**src/rtl/display_scan_ctrl_pkg.sv**
```systemverilog
// Shared constants for the 4-digit scan controller: blanking codes,
// the active-low hex font and a small anode-select helper.
package display_scan_ctrl_pkg;

   localparam logic [3:0] ANODE_OFF = 4'b1111;
   localparam logic [6:0] SEG_OFF   = 7'b1111111;

   // Active-low segment patterns, bit order {g,f,e,d,c,b,a}.
   localparam logic [6:0] HEX7_0 = 7'b1000000;
   localparam logic [6:0] HEX7_1 = 7'b1111001;
   localparam logic [6:0] HEX7_2 = 7'b0100100;
   localparam logic [6:0] HEX7_3 = 7'b0110000;
   localparam logic [6:0] HEX7_4 = 7'b0011001;
   localparam logic [6:0] HEX7_5 = 7'b0010010;
   localparam logic [6:0] HEX7_6 = 7'b0000010;
   localparam logic [6:0] HEX7_7 = 7'b1111000;
   localparam logic [6:0] HEX7_8 = 7'b0000000;
   localparam logic [6:0] HEX7_9 = 7'b0010000;
   localparam logic [6:0] HEX7_A = 7'b0001000;
   localparam logic [6:0] HEX7_B = 7'b0000011;
   localparam logic [6:0] HEX7_C = 7'b1000110;
   localparam logic [6:0] HEX7_D = 7'b0100001;
   localparam logic [6:0] HEX7_E = 7'b0000110;
   localparam logic [6:0] HEX7_F = 7'b0001110;

   // Active-low one-hot anode pattern for digit slot idx.
   function automatic logic [3:0] anode_on(input logic [1:0] idx);
      logic [3:0] onehot;
      onehot = 4'b0001 << idx;
      return ~onehot;
   endfunction

endpackage

```
**src/rtl/display_scan_ctrl_hex_to_7seg.sv**
```systemverilog
// Combinational nibble to active-low 7-segment decoder.
module hex_to_7seg
   import display_scan_ctrl_pkg::*;
(
   input  logic [3:0] nibble,
   output logic [6:0] seg
);

   // Pure lookup into the hex font.
   always_comb begin
      seg = SEG_OFF;
      case (nibble)
         4'h0: seg = HEX7_0;
         4'h1: seg = HEX7_1;
         4'h2: seg = HEX7_2;
         4'h3: seg = HEX7_3;
         4'h4: seg = HEX7_4;
         4'h5: seg = HEX7_5;
         4'h6: seg = HEX7_6;
         4'h7: seg = HEX7_7;
         4'h8: seg = HEX7_8;
         4'h9: seg = HEX7_9;
         4'hA: seg = HEX7_A;
         4'hB: seg = HEX7_B;
         4'hC: seg = HEX7_C;
         4'hD: seg = HEX7_D;
         4'hE: seg = HEX7_E;
         4'hF: seg = HEX7_F;
         default: seg = SEG_OFF;
      endcase
   end

endmodule

```
**src/rtl/display_scan_ctrl.sv**
```systemverilog
// Time-multiplexed scan controller for a 4-digit common-anode display.
// A value loaded through the valid/ready port lands in a shadow register
// and is copied to the displayed register only at a frame boundary, so a
// frame never mixes digits from two different values.
module display_scan_ctrl
   import display_scan_ctrl_pkg::*;
#(
   parameter int SLOT_CYCLES  = 4,
   parameter int BLANK_CYCLES = 1
)(
   input  logic        clk,
   input  logic        reset,
   input  logic        load_valid,
   input  logic [15:0] load_data,
   output logic        load_ready,
   input  logic [3:0]  digit_en,
   output logic [3:0]  an,
   output logic [6:0]  seg,
   output logic        frame_done
);

   localparam int CW = (SLOT_CYCLES > 2) ? $clog2(SLOT_CYCLES) : 1;
   localparam logic [CW-1:0] CYC_LAST  = CW'(SLOT_CYCLES - 1);
   localparam logic [CW-1:0] CYC_BLANK = CW'(BLANK_CYCLES);

   logic [CW-1:0] cyc;
   logic [1:0]    idx;
   logic [15:0]   shadow;
   logic [15:0]   disp;
   logic          pending;

   logic          slot_end;
   logic          frame_edge;
   logic          accept;
   logic          lit;
   logic [3:0]    nibble;
   logic [6:0]    seg_code;

   // Handshake: a load transfers on any clock where load_valid and load_ready
   // are both high. load_ready is low while a shadow value waits for its frame
   // edge (and during reset); the producer must hold load_valid/load_data
   // steady until the transfer happens.
   assign load_ready = ~pending & ~reset;
   assign accept     = load_valid & load_ready;

   assign slot_end   = (cyc == CYC_LAST);
   assign frame_edge = slot_end && (idx == 2'd3);
   assign lit        = (cyc >= CYC_BLANK) && digit_en[idx];

   // Select the displayed nibble for the current slot.
   always_comb begin
      nibble = disp[3:0];
      case (idx)
         2'd0: nibble = disp[3:0];
         2'd1: nibble = disp[7:4];
         2'd2: nibble = disp[11:8];
         2'd3: nibble = disp[15:12];
         default: nibble = disp[3:0];
      endcase
   end

   hex_to_7seg u_hex (
      .nibble (nibble),
      .seg    (seg_code)
   );

   // Slot cycle counter and digit index, digit 0 first.
   always_ff @(posedge clk) begin
      if (reset) begin
         cyc <= '0;
         idx <= 2'd0;
      end else if (slot_end) begin
         cyc <= '0;
         idx <= idx + 2'd1;
      end else begin
         cyc <= cyc + 1'b1;
      end
   end

   // Double buffer: swap at the frame edge, otherwise capture accepted loads.
   // A load accepted on the frame edge itself only fills the shadow, because
   // pending was low there and no swap is due.
   always_ff @(posedge clk) begin
      if (reset) begin
         shadow  <= 16'h0000;
         disp    <= 16'h0000;
         pending <= 1'b0;
      end else if (frame_edge && pending) begin
         disp    <= shadow;
         pending <= 1'b0;
      end else if (accept) begin
         shadow  <= load_data;
         pending <= 1'b1;
      end
   end

   // Registered display outputs; blank during the leading dead-time cycles.
   always_ff @(posedge clk) begin
      if (reset) begin
         an         <= ANODE_OFF;
         seg        <= SEG_OFF;
         frame_done <= 1'b0;
      end else begin
         frame_done <= frame_edge;
         if (lit) begin
            an  <= anode_on(idx);
            seg <= seg_code;
         end else begin
            an  <= ANODE_OFF;
            seg <= SEG_OFF;
         end
      end
   end

endmodule

```
**config.mk**
```make
export PLATFORM = sky130hd
export DESIGN_NAME = display_scan_ctrl
export DESIGN_NICKNAME = d
export VERILOG_FILES = /design/src/rtl/display_scan_ctrl_pkg.sv /design/src/rtl/display_scan_ctrl_hex_to_7seg.sv /design/src/rtl/display_scan_ctrl.sv
export SDC_FILE = /design/constraint.sdc
export NUM_CORES = 1
export LEC_CHECK = 0
export ABC_AREA = 1
export BUFFER_PORTS_ARGS = -buffer_cell sky130_fd_sc_hd__buf_4
export CELL_PAD_IN_SITES_DETAIL_PLACEMENT = 1
export CELL_PAD_IN_SITES_GLOBAL_PLACEMENT = 2
export CORE_ASPECT_RATIO = 0.9
export CORE_MARGIN = 2
export CORE_UTILIZATION = 30
export DETAILED_ROUTE_END_ITERATION = 10
export PLACE_DENSITY = 0.81
export SETUP_SLACK_MARGIN = 0.3
export SYNTH_ARGS = -nofsm -noshare
export SYNTH_HDL_FRONTEND = slang
export SYNTH_SLANG_ARGS = --single-unit
```
**constraint.sdc**
```tcl
create_clock -name clk -period 3 [get_ports clk]
set_input_delay 0.3 -clock clk [delete_from_list [all_inputs] [get_ports clk]]
set_output_delay 0.3 -clock clk [all_outputs]
set_load 0.01 [all_outputs]
```
After elaboration in Yosys (flattened, before gate mapping)
Memory sizes are Yosys's and may differ from the RTL's. A register that Yosys moved wholly into a read port is not among the register bits.
Cells that the tools add are included.
{"block": "totals", "reg_bits": 42, "latch_bits": 0, "ramBits": 0, "rom_bits": 112, "in_bits": 23, "word_cells": 35, "mem_count": 1}
{"block": "op_classes", "addsub": 2, "multipliers": 0, "n_div": 0, "order_cmp": 2, "n_eq_ne": 4, "n_shift": 1, "muxes": 3, "bitwise_logic": 7, "reduce_logical": 8}
{"memory": "(name not given)", "depth": 16, "width": 7, "rd": 1, "rd_clocked_by_memory_dff": 1, "wr": 0, "line_no": "display_scan_ctrl_hex_to_7seg.sv:12", "source": "case (nibble)"}
{"op": "case mux 4 bit (4 select lines)", "n": 1}
{"op": "equality test 2 bit, second input constant", "n": 3}
{"op": "OR reduction 2 bit", "n": 3}
{"op": "adder 2 x 1 -> 2 bit, second input constant", "n": 2}
{"op": "NOT 1 bit", "n": 4}
{"op": "NOT 4 bit", "n": 1}
{"op": "left shift 1 x 2 -> 4 bit, first input constant", "n": 1}
{"op": "logical AND 1 bit", "n": 3}
{"op": "< comparator 2 x 3 -> 1 bit, second input constant", "n": 1}
{"op": "AND 1 bit", "n": 2}
{"op": "binary-select mux 1 bit (select 2 bit)", "n": 1}
{"op": "equality test 2 x 1 -> 1 bit, second input constant", "n": 1}
{"op": "greater-or-equal comparator 2 x 1 -> 1 bit, second input constant", "n": 1}
{"op": "logical NOT 2 bit", "n": 1}
{"op": "AND reduction 2 bit", "n": 1}
{"op": "two-way mux 1 bit", "n": 1}

Logic depth before layout (Yosys ltp)
{"block": "depth", "word_depth": 5, "ltp_mapped": 11, "mapped_depth_nobuf": 11}

By module
A second synthesis with hierarchy kept.
{"block": "unflattened", "hier_cells": 290, "hier_area_um2": 2270.9}
{"mod": "display_scan_ctrl", "n_inst": 1, "cells_each": 241, "area_each_um2": 1996.9, "seq_area_each_um2": 980.9}
{"mod": "hex_to_7seg", "n_inst": 1, "cells_each": 49, "area_each_um2": 274.0, "seq_area_each_um2": 0.0}

Worst setup path after synthesis
Ideal clock, no wire load.
{"block": "synth_timing", "path_type": "reg-to-reg", "start": "register idx[0]", "end": "register seg[5]", "arrival_time_ps": 1831, "required_time_ps": 2886, "path_slack_ps": 1055, "path_stages_with_launch": 12, "n_path_buf": 0, "synth_period_minus_slack_ps": 1945, "cell_sequence": "dfxtp_1 -> inv_1 -> ha_1 -> inv_2 -> nand2_1 -> o22ai_2 -> inv_1 -> ha_1 -> nand3_1 -> o21ai_0 -> nand2_1 -> nand2_1"}
{"block": "synth_via", "elab_chain_cells": 5, "word_cells_on_any_way": 10, "cone_classes": "3 x eq/ne; 3 x mux; 1 x bitwise; 3 x reduce/logical"}
{"element": "start: declaration", "line_no": "display_scan_ctrl.sv:27", "source": "logic [1:0] idx;"}
{"element": "start signal: assignment", "line_no": "display_scan_ctrl.sv:74", "source": "idx <= idx + 2'd1;"}
{"element": "binary-select mux 1 bit (select 2 bit)", "line_no": "display_scan_ctrl.sv:48", "source": "assign lit = (cyc >= CYC_BLANK) && digit_en[idx];"}
{"element": "two-way mux 1 bit (implied by the code)", "line_no": "display_scan_ctrl.sv:48"}
{"element": "logical AND 1 bit", "line_no": "display_scan_ctrl.sv:48"}
{"element": "NOT 1 bit (no line)"}
{"element": "OR reduction 2 bit (no line)"}
{"element": "end: declaration", "line_no": "display_scan_ctrl.sv:18", "source": "output logic [6:0] seg,"}
Several ways; a longest one is shown, not always the timed one. The select of a mux whose other input is x is not followed.
A chain may end at the register's enable or synchronous reset.

Worst setup path in the final report
{"block": "layout_timing", "start": "register idx[0]", "end": "register seg[0]"}
Same word-level chain as after synthesis.

==> results.json <==
{
  "setup_viol": 0,
  "crit_top_cell": "nand2_1",
  "place_congestion": 0.750,
  "timing.critical_path.buf_inv": 3,
  "drt-total-wl_um": 4820,
  "netlist_instances": 280,
  "crit_chain": "inv_1, ha_1, inv_2, nand2_1, o21ai_2, inv_2, ha_1, nand3_1, nand3_1, nand2_1, nand2_1",
  "port-buffer-count": 35,
  "core_um2": 7000,
  "h-tree-depth": 2,
  "critPathLaunchType": "register",
  "antenna_found_initial": 0,
  "cts_tree": "built",
  "die_w_um": 93.1,
  "dpl_cell_area_um2": 2470,
  "clock_latency_ps": 310,
  "hold_viol": 0,
  "synth_seq_cells": 49,
  "seq_area_um2": 981,
  "maxCapViolCount": 0,
  "cp_top_family": "adder cells",
  "clkTransAtPathRegs_ps": 90,
  "grt_max_degree": 33,
  "power.static_leakage_uw": 0.00113,
  "clock.fmax_mhz": 439,
  "multi_input_area_um2": 1050,
  "cpMaxStageDelayCell": "dfxtp_1",
  "crit_arrival_ps": 2480,
  "insertedDiodeCount": 0,
  "route.detailed.drc": 0,
  "num_io_pins": 36,
  "grt_setup_unrepaired": "no",
  "cts_made_buffers": 5,
  "synth_warnings": 0,
  "die_h_um": 84.2,
  "fill_cells": 885,
  "wl_per_cell_um": 11.8,
  "worstPathRequired_ps": 3200,
  "peakVddDrop_uv": 200,
  "ys_types": 27,
  "synth_nets": 316,
  "synth_area_per_cell_um2": 7.65,
  "cts.sinks": 49,
  "clockBufferDepth": 2,
  "initial_utilization_pct": 30.6,
  "syn2layout_area_growth_pct": 19.3,
  "first_pass_iters": 4,
  "final_area_um2": 2560,
  "antenna_left": 0,
  "grt_pass1_wl_um": 8290,
  "grt.total_usage_pct": 13.2,
  "dr_total_vias": 1869,
  "period_needed_ps": 2280,
  "cts_root_buf": "clkbuf_8",
  "final_layout_size_suffix_gt1_share_pct": 19.1,
  "finClkSkew_ps": 6.15,
  "maxSlewViolCount": 0,
  "cts_hold_buffers": 0,
  "grt.overflow.total": 0,
  "rows": 29,
  "worstSetupEndpointType": "register",
  "power.density_nw_per_um2": 492,
  "finalNetCount": 349,
  "rrSetupSlack_ps": 720,
  "drt_iter0_drc": 59,
  "cts.repair.resized": 0,
  "tightest_slew_ps": 932,
  "die_area_um2": 7840,
  "synth_area_um2": 2140,
  "slew_headroom_pct": 37.7,
  "post-cts-setup-buffers": 0,
  "hold_class": "in -> reg",
  "critPathMaxStageDelay_ps": 440,
  "hpwl_um": 3450,
  "viasPerCell": 4.59,
  "status": "finished, final reports clean",
  "worst-setup-path-type": "reg -> reg",
  "tns_ps": 0,
  "grt_pass1_vias": 1836,
  "min_period_over_period_pct": 76.0,
  "path_max_fanout": 6,
  "ys_seq_area_share_pct": 45.8
}
## area by class of cell
class | count | area share (%)
inverters | 17 | 2.50
well taps | 93 | 4.55
clock buffers | 5 | 2.69
flip-flops and latches | 49 | 38.4
clock inverters | 3 | 0.685
repair buffers | 35 | 10.3
multi-input cells | 205 | 40.9
## sequential cells by signal, indices dropped and copies added, names as in the netlist
name	count
disp	16
shadow	16
seg	7
an	4
cyc	2
idx	2
frame_done	1
pending	1
## per-layer routing
metal  track usage [%]  part of all wire [%]  up-vias
li1                  -                     -      959
met1              16.9                    50      878
met2              21.9                    46       25
met3              3.32                   3.3        7
met4              4.01                   1.2        0
met5                 0                     0        -
## power by group
part           total [uW]  switching [uW]  internal, uW
Sequential            695            15.0           680
Combinational         170            96.3          73.3
Clock                 392             231           161
## final timing paths
path,from,cells past startpoint,to
max,idx[0],11,seg[0]
max reg2reg,idx[0],11,seg[0]
min reg2reg,cyc[0],1,cyc[0]
min,load_data[9],3,shadow[9]
## stage by stage
| stage | cells | worst slack, ps | hold slack [ps] | total power [uW] | utilization (%) |
|---|---|---|---|---|---|
| finish | 407 | 720 | 182 | 1260 | 36.5 |
| global route | 407 | 508 | 188 | 1340 | 36.5 |
| CTS | 407 | 712 | 178 | 1280 | 36.5 |
| detailed placement | 399 | 752 | 459 | 882 | 35.3 |
| global placement | 399 | 834 | 444 | 880 | 35.3 |
| floorplan | 280 | 1060 | 413 | 817 | - |
## kinds of logic (layout without fill, tap and decap cells)
family / Yosys count / count (layout) / share of synthesized area [%]
compound gates: 44 / 44 / 11.8
xor+xnor: 1 / 1 / 0.409
fa+ha+maj: 13 / 13 / 7.59
buf+inv: 26 / 60 / 5.43
flops: 49 / 49 / 45.8
simple gates: 147 / 147 / 29.0
## layout by cell type, fill, tap and decap left out, types with 3 or more instances in the layout
cell type,count
dfxtp_1,49
clkbuf_8,5
o21ai_1,3
buf_4,35
inv_2,4
nand2_2,3
nor2_1,36
o21ai_0,30
nand3_1,18
ha_1,13
nor2_2,3
a21oi_1,6
nand2_1,82
inv_1,13
## cells in the mapped netlist (all sizes together)
cell type  number  area (um2)
nand2          86         338
dfxtp          49         981
nor2           40         165
o21ai          34         174
nand3          18        90.1
inv            17        63.8
ha             13         163
buf             8        48.8
a21oi           7        38.8
nor3            2        21.3
o22ai           2        32.5
a211oi          1        7.51
clkbuf          1        3.75
nor3b           1        7.51
xnor2           1        8.76
## tightest hold or removal path: cells and delay by family
kind / cells / cell delay, ps
buffers and inverters: 1 / 70
AOI/OAI and AO/OA: 1 / 50
and+or+nand+nor: 1 / 40
No activity file was read; power rests on OpenSTA's default activity.
